$ cat config.mk
export PLATFORM = sky130hd
export DESIGN_NAME = lsu_dmem_master
export DESIGN_NICKNAME = d
export VERILOG_FILES = /design/src/rtl/lsu_pkg.sv /design/src/rtl/lsu_load_align.sv /design/src/rtl/lsu_dmem_master.sv
export SDC_FILE = /design/constraint.sdc
export NUM_CORES = 1
export LEC_CHECK = 0
export CORE_ASPECT_RATIO = 0.9
export CORE_MARGIN = 3
export CORE_UTILIZATION = 47
export CTS_CLUSTER_SIZE = 20
export DETAILED_ROUTE_END_ITERATION = 6
export HOLD_SLACK_MARGIN = 0.02
export PLACE_DENSITY_LB_ADDON = 0.12
export SLEW_MARGIN = 20
export SYNTH_ARGS = -nofsm -noshare
export SYNTH_HDL_FRONTEND = slang
export SYNTH_SLANG_ARGS = --single-unit
$ cat constraint.sdc
create_clock -name clk -period 4.01 [get_ports clk]
set_clock_uncertainty 0.05 [all_clocks]
set_input_delay 0.401 -clock clk [delete_from_list [all_inputs] [get_ports clk]]
set_output_delay 0.401 -clock clk [all_outputs]
set_load 0.005 [all_outputs]
$ cat src/rtl/lsu_pkg.sv
// Shared definitions for the load/store unit: access size encodings, FSM
// state type, the latched request record, and lane/alignment helpers.
package lsu_pkg;

    localparam int unsigned XLEN = 32;

    localparam logic [1:0] SZ_B = 2'b00;
    localparam logic [1:0] SZ_H = 2'b01;
    localparam logic [1:0] SZ_W = 2'b10;

    typedef enum logic [1:0] {
        ST_IDLE,
        ST_ACC1,
        ST_ACC2,
        ST_RESP
    } lsu_state_t;

    // Request fields that must survive past the accept cycle.
    typedef struct packed {
        logic       we;
        logic [1:0] size;
        logic       uns;
        logic [1:0] off;
    } lsu_req_t;

    // Byte-lane mask over two consecutive words: [3:0] first word, [7:4] next word.
    function automatic logic [7:0] lane_mask(input logic [1:0] size, input logic [1:0] off);
        logic [7:0] base;
        case (size)
            SZ_B:    base = 8'h01;
            SZ_H:    base = 8'h03;
            SZ_W:    base = 8'h0F;
            default: base = 8'h00;
        endcase
        return base << off;
    endfunction

    // True when the access crosses a word boundary.
    function automatic logic misaligned(input logic [1:0] size, input logic [1:0] off);
        return ((size == SZ_H) && (off == 2'd3)) || ((size == SZ_W) && (off != 2'd0));
    endfunction

    // Offset of the last accessed byte relative to the start address.
    function automatic logic [1:0] last_off(input logic [1:0] size);
        case (size)
            SZ_H:    return 2'd1;
            SZ_W:    return 2'd3;
            default: return 2'd0;
        endcase
    endfunction

endpackage

$ cat src/rtl/lsu_load_align.sv
// Load data alignment: merges the low/high memory words, shifts the addressed
// bytes down to bit 0 and sign- or zero-extends byte/half results.
// Ports: lo_word/hi_word (first/next memory word), off (addr[1:0]),
//        size, uns (zero-extend), ld_data_c (combinational result).
module lsu_load_align
    import lsu_pkg::*;
(
    input  logic [31:0] lo_word,
    input  logic [31:0] hi_word,
    input  logic [1:0]  off,
    input  logic [1:0]  size,
    input  logic        uns,
    output logic [31:0] ld_data_c
);

    logic [63:0] merged;
    logic [31:0] shifted;

    always_comb begin
        merged  = {hi_word, lo_word};
        shifted = 32'(merged >> {off, 3'b000});
        case (size)
            SZ_B:    ld_data_c = uns ? {24'h0, shifted[7:0]}  : {{24{shifted[7]}}, shifted[7:0]};
            SZ_H:    ld_data_c = uns ? {16'h0, shifted[15:0]} : {{16{shifted[15]}}, shifted[15:0]};
            default: ld_data_c = shifted;
        endcase
    end

endmodule

$ cat src/rtl/lsu_dmem_master.sv
// CPU-side load/store unit driving the data memory port. Accepts one request
// at a time, performs one (or, when split, two) word accesses and returns a
// single response held until resp_ready.
// Ports: clk, reset (async, active-high); req_* request handshake and payload;
//        resp_* response handshake and data; daddr/dwdata/dwe/drdata memory port.
// Build option: define LSU_MISALIGN_SPLIT_EN to split word-crossing accesses
// over two memory cycles; otherwise such accesses return resp_err.
module lsu_dmem_master
    import lsu_pkg::*;
#(
    parameter logic [31:0] ADDR_LIMIT = 32'h0000_4000
) (
    input  logic        clk,
    input  logic        reset,
    input  logic        req_valid,
    output logic        req_ready,
    input  logic        req_we,
    input  logic [1:0]  req_size,
    input  logic        req_unsigned,
    input  logic [31:0] req_addr,
    input  logic [31:0] req_wdata,
    output logic        resp_valid,
    input  logic        resp_ready,
    output logic [31:0] resp_rdata,
    output logic        resp_err,
    output logic [31:0] daddr,
    output logic [31:0] dwdata,
    output logic [3:0]  dwe,
    input  logic [31:0] drdata
);

    lsu_state_t  state, state_d;
    lsu_req_t    req_q, req_d;
    logic        req_ready_d, resp_valid_d, resp_err_d;
    logic [31:0] resp_rdata_d, daddr_d, dwdata_d;
    logic [3:0]  dwe_d;

    logic        out_of_range, acc_bad;
    logic [31:0] st_lo;
    logic [3:0]  st_lo_we;
    logic [31:0] lo_word_c;
    logic [31:0] ld_data_c;

    // Range check on the last accessed byte, with a carry bit so wrap cannot hide it.
    assign out_of_range = ({1'b0, req_addr} + 33'(last_off(req_size))) >= {1'b0, ADDR_LIMIT};

`ifdef LSU_MISALIGN_SPLIT_EN
    logic        is_split, split_q, split_d;
    logic [31:0] nxt_daddr, nxt_daddr_d, hi_dwdata, hi_dwdata_d, lo_word, lo_word_d;
    logic [3:0]  hi_dwe, hi_dwe_d;
    logic [63:0] st_wide;
    logic [7:0]  st_mask;

    assign is_split  = misaligned(req_size, req_addr[1:0]);
    assign acc_bad   = (req_size == 2'b11) || out_of_range;
    assign st_wide   = 64'(req_wdata) << {req_addr[1:0], 3'b000};
    assign st_mask   = lane_mask(req_size, req_addr[1:0]);
    assign st_lo     = st_wide[31:0];
    assign st_lo_we  = st_mask[3:0];
    // During ACC2 the first word comes from the capture taken at the end of ACC1.
    assign lo_word_c = (state == ST_ACC1) ? drdata : lo_word;
`else
    assign acc_bad   = (req_size == 2'b11) || out_of_range || misaligned(req_size, req_addr[1:0]);
    assign st_lo     = req_wdata << {req_addr[1:0], 3'b000};
    assign st_lo_we  = 4'(lane_mask(req_size, req_addr[1:0]));
    assign lo_word_c = drdata;
`endif

    lsu_load_align u_align (
        .lo_word   (lo_word_c),
        .hi_word   (drdata),
        .off       (req_q.off),
        .size      (req_q.size),
        .uns       (req_q.uns),
        .ld_data_c (ld_data_c)
    );

    // Next-state and next-output logic.
    always_comb begin
        state_d      = state;
        req_d        = req_q;
        req_ready_d  = 1'b0;
        resp_valid_d = resp_valid;
        resp_rdata_d = resp_rdata;
        resp_err_d   = resp_err;
        daddr_d      = daddr;
        dwdata_d     = dwdata;
        dwe_d        = 4'b0000;
`ifdef LSU_MISALIGN_SPLIT_EN
        split_d      = split_q;
        nxt_daddr_d  = nxt_daddr;
        hi_dwdata_d  = hi_dwdata;
        hi_dwe_d     = hi_dwe;
        lo_word_d    = lo_word;
`endif
        case (state)
            ST_IDLE: begin
                req_ready_d = 1'b1;
                if (req_valid && req_ready) begin
                    req_ready_d = 1'b0;
                    req_d.we    = req_we;
                    req_d.size  = req_size;
                    req_d.uns   = req_unsigned;
                    req_d.off   = req_addr[1:0];
                    if (acc_bad) begin
                        state_d      = ST_RESP;
                        resp_valid_d = 1'b1;
                        resp_err_d   = 1'b1;
                        resp_rdata_d = '0;
                    end else begin
                        state_d  = ST_ACC1;
                        daddr_d  = {req_addr[31:2], 2'b00};
                        dwdata_d = st_lo;
                        dwe_d    = req_we ? st_lo_we : 4'b0000;
`ifdef LSU_MISALIGN_SPLIT_EN
                        split_d     = is_split;
                        nxt_daddr_d = {req_addr[31:2] + 30'd1, 2'b00};
                        hi_dwdata_d = st_wide[63:32];
                        hi_dwe_d    = req_we ? st_mask[7:4] : 4'b0000;
`endif
                    end
                end
            end
            ST_ACC1: begin
`ifdef LSU_MISALIGN_SPLIT_EN
                if (split_q) begin
                    state_d   = ST_ACC2;
                    daddr_d   = nxt_daddr;
                    dwdata_d  = hi_dwdata;
                    dwe_d     = hi_dwe;
                    lo_word_d = drdata;
                end else
`endif
                begin
                    state_d      = ST_RESP;
                    resp_valid_d = 1'b1;
                    resp_err_d   = 1'b0;
                    resp_rdata_d = req_q.we ? '0 : ld_data_c;
                end
            end
`ifdef LSU_MISALIGN_SPLIT_EN
            ST_ACC2: begin
                state_d      = ST_RESP;
                resp_valid_d = 1'b1;
                resp_err_d   = 1'b0;
                resp_rdata_d = req_q.we ? '0 : ld_data_c;
            end
`endif
            ST_RESP: begin
                if (resp_ready) begin
                    state_d      = ST_IDLE;
                    resp_valid_d = 1'b0;
                    req_ready_d  = 1'b1;
                end
            end
            default: state_d = ST_IDLE;
        endcase
    end

    // State and registered outputs.
    always_ff @(posedge clk or posedge reset) begin
        if (reset) begin
            state      <= ST_IDLE;
            req_q      <= '0;
            req_ready  <= 1'b0;
            resp_valid <= 1'b0;
            resp_rdata <= '0;
            resp_err   <= 1'b0;
            daddr      <= '0;
            dwdata     <= '0;
            dwe        <= 4'b0000;
        end else begin
            state      <= state_d;
            req_q      <= req_d;
            req_ready  <= req_ready_d;
            resp_valid <= resp_valid_d;
            resp_rdata <= resp_rdata_d;
            resp_err   <= resp_err_d;
            daddr      <= daddr_d;
            dwdata     <= dwdata_d;
            dwe        <= dwe_d;
        end
    end

`ifdef LSU_MISALIGN_SPLIT_EN
    // Second-word context for split accesses.
    always_ff @(posedge clk or posedge reset) begin
        if (reset) begin
            split_q   <= 1'b0;
            nxt_daddr <= '0;
            hi_dwdata <= '0;
            hi_dwe    <= 4'b0000;
            lo_word   <= '0;
        end else begin
            split_q   <= split_d;
            nxt_daddr <= nxt_daddr_d;
            hi_dwdata <= hi_dwdata_d;
            hi_dwe    <= hi_dwe_d;
            lo_word   <= lo_word_d;
        end
    end
`endif

endmodule

Word-level counts from Yosys, hierarchy flattened --
Cells that the tools add are included.
Storage, ports and cells: memories 0, output and inout port bits 103, latch bits 0, memory bits (writable) 0, ROM bits 0, logic and storage cells 70, register bits after elaboration 109
Cells by class: div/mod/pow operators 0, shift operators 3, mux-type cells 25, $lt $le $gt $ge 1, reduce and logical (&&, ||, !) cells 17, bitwise gates (word level) 1, $add $sub $neg 1, multipliers 0, equal/unequal tests 10
Operator list (count):
- $mux W32 | 5
- $pmux W32 S2 | 2
- $shr A64 B5 Y32 | 1
- $add A32 B2 Y33 | 1
- $ge A33 B15 Y1 const B | 1
- $shl A32 B5 Y32 | 1
- $mux W4 | 4
- $pmux W4 S3 | 1
- $eq A2 B2 Y1 const B | 4
- $shl A8 B2 Y4 | 1
- $eq A2 B1 Y1 const B | 3
- $logic_not A2 Y1 | 3
- $mux W2 | 3
- $ne A2 B2 Y1 const B | 3
- $pmux W2 S3 | 1
- $reduce_and A3 Y1 | 2
- $mux W1 | 5
- $pmux W1 S2 | 2
- $pmux W2 S2 | 1
- $reduce_and A2 Y1 | 2
- $reduce_and A4 Y1 | 1
- $reduce_bool A2 Y1 | 2
- $logic_and A1 B1 Y1 | 3
- $logic_or A1 B1 Y1 | 3
- other kinds (3) | 3

Longest topological paths before layout --
Gate-level depths: netlist of run 1.
depth after elaboration 9, mapped depth 13, depth with buffers taken out 12

Cells and area by module --
A second synthesis of run 1 with hierarchy kept.
Unflattened totals: cell total of the unflattened synthesis 638, area total of the unflattened synthesis 6647.6 µm²
Modules (own cells, without submodules):
- lsu_dmem_master | sequential area each 2727.6 µm², cells each 537, area an instance 5537.8 µm², instances 1
- lsu_load_align | sequential area each 0.0 µm², cells each 101, area an instance 1109.8 µm², instances 1

Least setup slack after synthesis of run 1 --
OpenSTA, ideal clock, no wires.
path kind input port to flip-flop, start in req_size[0], end reg resp_rdata[16], arrival 3.606 ns, setup slack 0.227 ns, required time 3.832 ns, cell stages on the path 13, setup time 0.128 ns, path buffers 1, cell sequence inv_1 > ha_1 > inv_1 > ha_1 > fa_1 > nand2_1 > nor4_2 > xor2_1 > a2111o_1 > or4_4 > o41ai_4 > buf_4 > mux2_1
Between the ends: word-level cells in the longest chain between the ends 8
RTL lines:
- start: declaration | RTL line lsu_dmem_master.sv:18 | input logic [1:0] req_size,
- $eq A2 B2 Y1 / $eq A2 B1 Y1 (equally long branches) | RTL line lsu_pkg.sv:40, lsu_pkg.sv:45
- $pmux W2 S2 | RTL line lsu_pkg.sv:45 | case (size)
- $add A32 B2 Y33 | RTL line lsu_dmem_master.sv:45 | assign out_of_range = ({1'b0, req_addr} + 33'(last_off(req_size))) >= {1'b0, ADDR_LIMIT};
- $ge A33 B15 Y1 | RTL line lsu_dmem_master.sv:45
- $logic_or A1 B1 Y1 | RTL line lsu_dmem_master.sv:63 | assign acc_bad = (req_size == 2'b11) || out_of_range || misaligned(req_size, req_addr[1:0]);
- $logic_or A1 B1 Y1 * | RTL line lsu_dmem_master.sv:63
- $ne A2 B2 Y1 (no line) *
- $reduce_and A3 Y1 (no line) *
- end signal: assignment | RTL line lsu_dmem_master.sv:177 | resp_rdata <= resp_rdata_d;
- end: declaration | RTL line lsu_dmem_master.sv:24 | output logic [31:0] resp_rdata,
Every way passes the cells marked *; elsewhere a longest branch is shown, timed or not. A chain may end at the register's enable or synchronous reset.

Final worst setup path of run 1 --
start in req_size[0], end reg resp_rdata[20]
Same word-level chain as after synthesis.

==> metrics.txt, run 1 <==
initial antenna violation count=0; Peak Freq=between 200 and 300 MHz; min-delay src=daddr[31]; CP Class=input port to flop; ratio of cells with drive above 1 in the final layout=0.144; n_diodes=0; pwr dens=slightly above 400 nW/um2; vias in the first global route=around 5500; Leakage=roughly 4.1 nW; DR DRC count=0; Total Routing Usage GR=0.246; DR vias/cell=~5.7; Syn Inst Count=a little over 600; Slew Limit Fails=0; DRT Wirelength=around 18000 um; post-synthesis sequential area ratio=0.438; 1st-iter DRT viols=479; CP cell instances=clkdlybuf4s50_1 -> inv_1 -> ha_1 -> inv_1 -> ha_2 -> fa_2 -> nand2_2 -> nor4_4 -> buf_4 -> nand4_1 -> mux2_2 -> or4_4 -> o41ai_4 -> buf_4 -> clkbuf_16 -> mux2_1; clock sink count=109; Root Buffer=clkbuf_16; CP arrival=between 4000 and 5000 ps; CP endpoint kind=flop; status=complete, no violations; largest net degree at the start of global routing=88; max cap viols=0; GP Congestion=0.991; worst slew pin tran=just under 1000 ps; Max-slew headroom=0.353; clock transition at the registers of the reported paths=about 80 ps; Nets=931; Placeable Area=12800 um2; TritonCTS clock tree=done; CP Launch Type=input port; CP required=roughly 4200 ps; Overflow after GRT=0; slowest CP cell=or4_4; Top FF cell, synth=dfrtp_1; EDFF count, synth=0; synthesized flop and latch total=~110; Hold Path Class=flop to flop; H-tree levels=3; Initial Utilization=0.485; Final Hold Fails=0; Layout Area Growth over Synthesis=42.9%; Finished Cell Area=about 9000 um2; Synth Area per Inst=roughly 10 um2; Crit Reg-Reg Startpoint=req_q[0]; drt wl/cell=around 18 um; FFs w/ async S/R, synth=1.00; Max Buffers Root-to-Sink=2; CP Launch Point=req_size[0]; area post-placement=8520 um2; fin crit share=0.974; post-synthesis cell area=slightly above 6000 um2; setup violators final=0; total negative slack=0 ps; Ys Warns=0; worst stage delay on the critical path=between 500 and 600 ps; clock latency on the worst-skew pair=between 300 and 400 ps; vias post-DR=between 5000 and 6000; die area=between 10000 and 15000 um2; Port Buffers=around 200; Final ANT Viol Nets=0; clock buffer count from CTS=9; filler cell count in the final layout=roughly 1000; TritonRoute pass-1 iters=5; die span in y=~120 um; Cell Rows=39; maximum VDD drop=between 0.0003 and 0.0004 V; min Tclk post-route=3910 ps; Final HPWL DP=approximately 13000 um; Yosys cell types=56; Boundary Pins=approximately 210; crit path max fanout=8; die width=between 100 and 150 um; first-pass GRT wire length=28600 um
-- synth_stat cells, drive strengths merged, types with 6 or more instances --
cell type | instances | area, um2
inv | 33 | 124
nor2b | 10 | 62.6
clkbuf | 22 | 82.6
o21ai | 41 | 205
nor4 | 8 | 81.3
mux2i | 41 | 410
dfrtp | 109 | 2730
nor2 | 38 | 143
nand2 | 49 | 184
nand4 | 13 | 87.6
and2 | 18 | 113
and3 | 6 | 37.5
a21oi | 44 | 220
a32o | 16 | 160
ha | 10 | 125
mux2 | 68 | 766
a211oi | 11 | 82.6
nor3 | 6 | 30.0
buf | 17 | 87.6
-- timing repair --
| item | 4_1_cts | 5_1_grt |
|---|---|---|
| setup endpoints to repair | 0 | 32 |
| buffers inserted | 0 | 1 |
| gates resized for setup | 0 | 6 |
| hold buffers | 0 | 0 |
-- placed cells by master (no fill, tap or decap), drive strengths merged, types with 11 or more instances in the layout --
master and n:
nand4 13, and2 18, inv 39, dfrtp 109, nor2 38, clkdlybuf4s50 203, a211oi 11, o21ai 41
a21oi 44, nand2 49, mux2i 41, a32o 16, buf 27, mux2 68
-- registers in the layout, summed over array words and instances, names as in the netlist --
register	count
req_ready	1
dwdata	32
state	2
resp_valid	1
dwe	4
req_q	6
resp_rdata	32
resp_err	1
daddr	30
-- cell type report --
class,count,area [um2],area share
clock buffer,9,225,0.0253
clock inverter,7,98.8,0.0111
inverter,33,129,0.0145
multi-input combinational,432,3230,0.363
sequential,109,2730,0.306
tap,164,205,0.0231
timing repair buffer,231,2290,0.257
-- critical path: cells and delay by family --
family	cells	cell delay, ps
adders and majority gates	3	870
AOI/OAI and AO/OA	1	290
muxes	2	680
and+or+nand+nor	4	770
buffers and inverters	6	1100
-- routing by layer --
metal  share of wire  global-route usage  vias up
met4           0.016              0.0729        0
met1            0.43               0.332     2733
met5               0                   0        -
met2            0.47               0.386      206
met3           0.084              0.0757       19
li1                -                   -     2608
-- final timing paths --
kind	depth (start not counted)	to	slack, ps
max	16	resp_rdata[20]	100
min	1	daddr[31]	440
max reg2reg	7	resp_rdata[21]	1190
min reg2reg	1	daddr[31]	440
max in group asynchronous	3	daddr[6]	2570
min in group asynchronous	2	daddr[18]	480
-- cell families (layout without fill, tap and decap cells) --
logic type	after synthesis	count (layout)	synth area share
AO/OA/AOI/OAI	137	137	0.145
XOR/XNOR	1	1	0.00141
adder cells (fa/ha/maj)	11	11	0.0233
buffers and inverters	72	280	0.0472
flip-flops	109	109	0.438
multiplexers	113	113	0.203
other	1	2	0.000602
AND/OR/NAND/NOR	168	168	0.141
-- power breakdown --
group	total, W	switching (W)	internal, W
logic	0.00134	0.000666	0.000669
clock network	0.000963	0.000497	0.000466
registers	0.00138	0.000160	0.00122
-- through the flow --
step,power (W),instances,util,worst slack [ps],hold WS (ps)
3_3_place_gp,0.00266,967,0.664,-215,419
2_1_floorplan,0.00216,613,-,227,401
6_report,0.00368,985,0.693,103,438
5_1_grt,0.00390,985,0.693,-24.8,455
4_1_cts,0.00367,983,0.689,118,446
3_5_place_dp,0.00269,967,0.664,-264,420
Power figures use the tool's default switching activity.
==> inputs of run 2 (changes only) <==
Settings changed: CAP_MARGIN set to 20, CORE_UTILIZATION 47 to 48, SYNTH_HIERARCHICAL set to 1.
==> run 2 against run 1 <==
Utilization is 0.24 points lower; sequential cell count unchanged; final cell count up 2.0%; critical endpoint is now dwdata[27]; largest power group is now combinational logic; synthesized cell count grew 4.2%; register-to-register slack improved by 150 ps; highest routed layer unchanged; via count increased by 2.9%; fmax increased by 0.62%.
==> metrics.txt, run 2 <==
Slew Limit Fails=0; CP Launch Type=input port; max cap viols=0; Top FF cell, synth=dfrtp_1; count leader, synth=dfrtp_1; Setup crit end=dwdata[27]; r2r endpoint=dwdata[27]; slowest CP cell=clkdlybuf4s50_1; Syn Inst Count=approximately 640; Cell Rows=40; Finished Cell Area=9300 um2; n_diodes=0; clock latency on the worst-skew pair=between 300 and 400 ps; CP cell instances=clkdlybuf4s50_1 -> inv_1 -> ha_1 -> inv_1 -> ha_2 -> fa_1 -> nand4_1 -> or4_4 -> o31ai_2 -> nand4_1 -> nand4b_1 -> buf_4 -> nor4_4 -> buf_4 -> buf_12 -> mux2_2; EDFF count, synth=0; CP endpoint kind=flop; 1st-iter DRT viols=447; vias in the first global route=just under 6000; filler cell count in the final layout=between 900 and 1000; r2r worst-path depth=7; pwr dens=467 nW/um2; fin cells=approximately 1000; Crit Reg-Reg Startpoint=state[0]; Worst path depth=16; Max-slew headroom=0.343; Overflow after GRT=0; Switch Pwr=0.00149 W; most common cell after layout, fill and taps aside=clkdlybuf4s50_1; worst slew pin tran=between 900 and 1000 ps; FFs w/ async S/R, synth=1.00; Port Buffers=a little over 200; setup violators final=0; clock buffer count from CTS=9; Hold Path Class=input port to flop; Placeable Area=between 10000 and 15000 um2; most frequent cells in the layout=202 x clkdlybuf4s50_1, 108 x dfrtp_1, 66 x nand2_1, 50 x inv_1, 50 x mux2i_1; status=complete, no violations; Layout Area Growth over Synthesis=40.0%; initial antenna violation count=0; Inst Count DP=around 1000; CP Class=input port to flop; clock power share=0.223; CP Launch Point=req_size[0]; switch share=0.344; DR vias/cell=about 5.7; Initial Utilization=0.494; post-synthesis sequential area ratio=0.410; H-tree levels=3; area of the multi-input gates=about 3500 um2; DR DRC count=0; Root Buffer=clkbuf_16; commonest cells in the netlist=109 x dfrtp_1, 66 x nand2_1, 51 x inv_1, 50 x mux2i_1, 37 x nor2_1; Total Routing Usage GR=0.237; Worst Path Buf+Inv=6; Yosys cell types=55; vias post-DR=about 5700; die area=15300 um2; Internal=0.00285 W; first-pass GRT wire length=approximately 29000 um; Synth Area per Inst=10.4 um2; crit path max fanout=18; Max Buffers Root-to-Sink=2; Seq pwr share=0.353; TritonRoute pass-1 iters=5; Final HPWL DP=between 10000 and 15000 um; Nets=between 900 and 1000; CP arrival=4070 ps; post-synthesis cell area=between 6000 and 7000 um2; die width=about 130 um; fin crit share=0.968; Synth top area share=0.410; Leakage=4.13 nW; largest registers=dwdata: 32 flops, resp_rdata: 32 flops, daddr: 30 flops; ratio of cells with drive above 1 in the final layout=0.153; DRT Wirelength=about 18000 um; Peak Freq=approximately 260 MHz; Final ANT Viol Nets=0; r2r setup slk=roughly 1300 ps; top cell type by total area after synthesis=dfrtp_1; Final Hold Fails=0; FF/Latch Area=approximately 2700 um2; area post-placement=around 9000 um2; Area contributors post-synth=dfrtp_1 41%, mux4_2 11%, mux2i_1 7.5%, mux2_2 5.4%, nand2_1 3.7%; synthesized flop and latch total=approximately 110; cell family with the largest share of critical-path delay=buffers and inverters; min Tclk post-route=3880 ps; die span in y=roughly 120 um; worst stage delay on the critical path=about 500 ps; clock transition at the registers of the reported paths=70 ps; clock sink count=approximately 110; maximum VDD drop=about 0.00027 V; GP Congestion=0.914; Logic pwr share=0.423; TritonCTS clock tree=done; largest net degree at the start of global routing=72; Boundary Pins=between 200 and 250; CP required=4200 ps; Ys Warns=6; drt wl/cell=around 18 um
## run 2: cell count changes after synthesis, moves of 14 or more
cell	delta
mux2_2	-22
nand2_1	+17
nand3_1	+14
nor2b_1	+20
a32o_1	-16
and2_1	-15
mux4_2	+29
inv_1	+18
## run 2: kinds of logic after synthesis
logic type / count (synthesis) / share of synthesized area
buffers and inverters: 97 / 0.0674
DFF: 109 / 0.410
AOI/OAI and AO/OA: 105 / 0.0967
and+or+nand+nor: 197 / 0.153
adders and majority gates: 11 / 0.0218
muxes: 118 / 0.250
other: 1 / 0.000564
## run 2: how the worst min path moves through the flow
stage / end / start / cells past startpoint
finish: dwe[0] / req_addr[1] / 2
global route: dwe[1] / req_addr[1] / 2
CTS: dwe[0] / req_addr[1] / 2
detailed placement: dwdata[8] / dwdata[8] / 1
global placement: dwdata[8] / dwdata[8] / 1
floorplan: req_q[0] / req_q[0] / 2
## run 2: stage by stage
| stage | hold WS, ps | util | setup TNS, ps | power (W) | setup WS, ps |
|---|---|---|---|---|---|
| 5_1_grt | 389 | 0.691 | -120 | 0.00461 | -15.9 |
| 4_1_cts | 342 | 0.682 | 0 | 0.00438 | 95.2 |
| 2_1_floorplan | 395 | - | 0 | 0.00276 | 536 |
| 6_report | 375 | 0.691 | 0 | 0.00434 | 127 |
| 3_3_place_gp | 431 | 0.658 | -7270 | 0.00334 | -120 |
| 3_5_place_dp | 435 | 0.658 | -19980 | 0.00339 | -261 |
## run 2: routing by layer
metal | track usage | part of all wire | up-vias
met5 | 0 | 0 | -
met4 | 0.0760 | 0.022 | 0
met3 | 0.0712 | 0.085 | 33
met2 | 0.375 | 0.48 | 256
met1 | 0.313 | 0.41 | 2788
li1 | - | - | 2649
## run 2: timing repair
action	CTS	global route
setup buffers	0	3
endpoints found under the setup margin	0	99
hold buffers	0	0
gates resized for setup	0	8
endpoints found under the hold margin	0	0
## run 2: power groups by stage
stage	sequential, W	combinational (W)	clock [W]
after floorplan	0.00139	0.00136	0
after global placement	0.00154	0.00180	0
after detailed placement	0.00156	0.00183	0
after CTS	0.00154	0.00184	0.000997
after global routing	0.00158	0.00200	0.00103
final	0.00153	0.00184	0.000970
## run 2: cell type report
class                           count  share of cell area
Multi-Input combinational cell    433               0.378
Sequential cell                   109               0.293
Timing Repair Buffer              229               0.251
Clock buffer                        9              0.0242
Tap cell                          168              0.0226
Inverter                           51              0.0208
Clock inverter                      6              0.0101
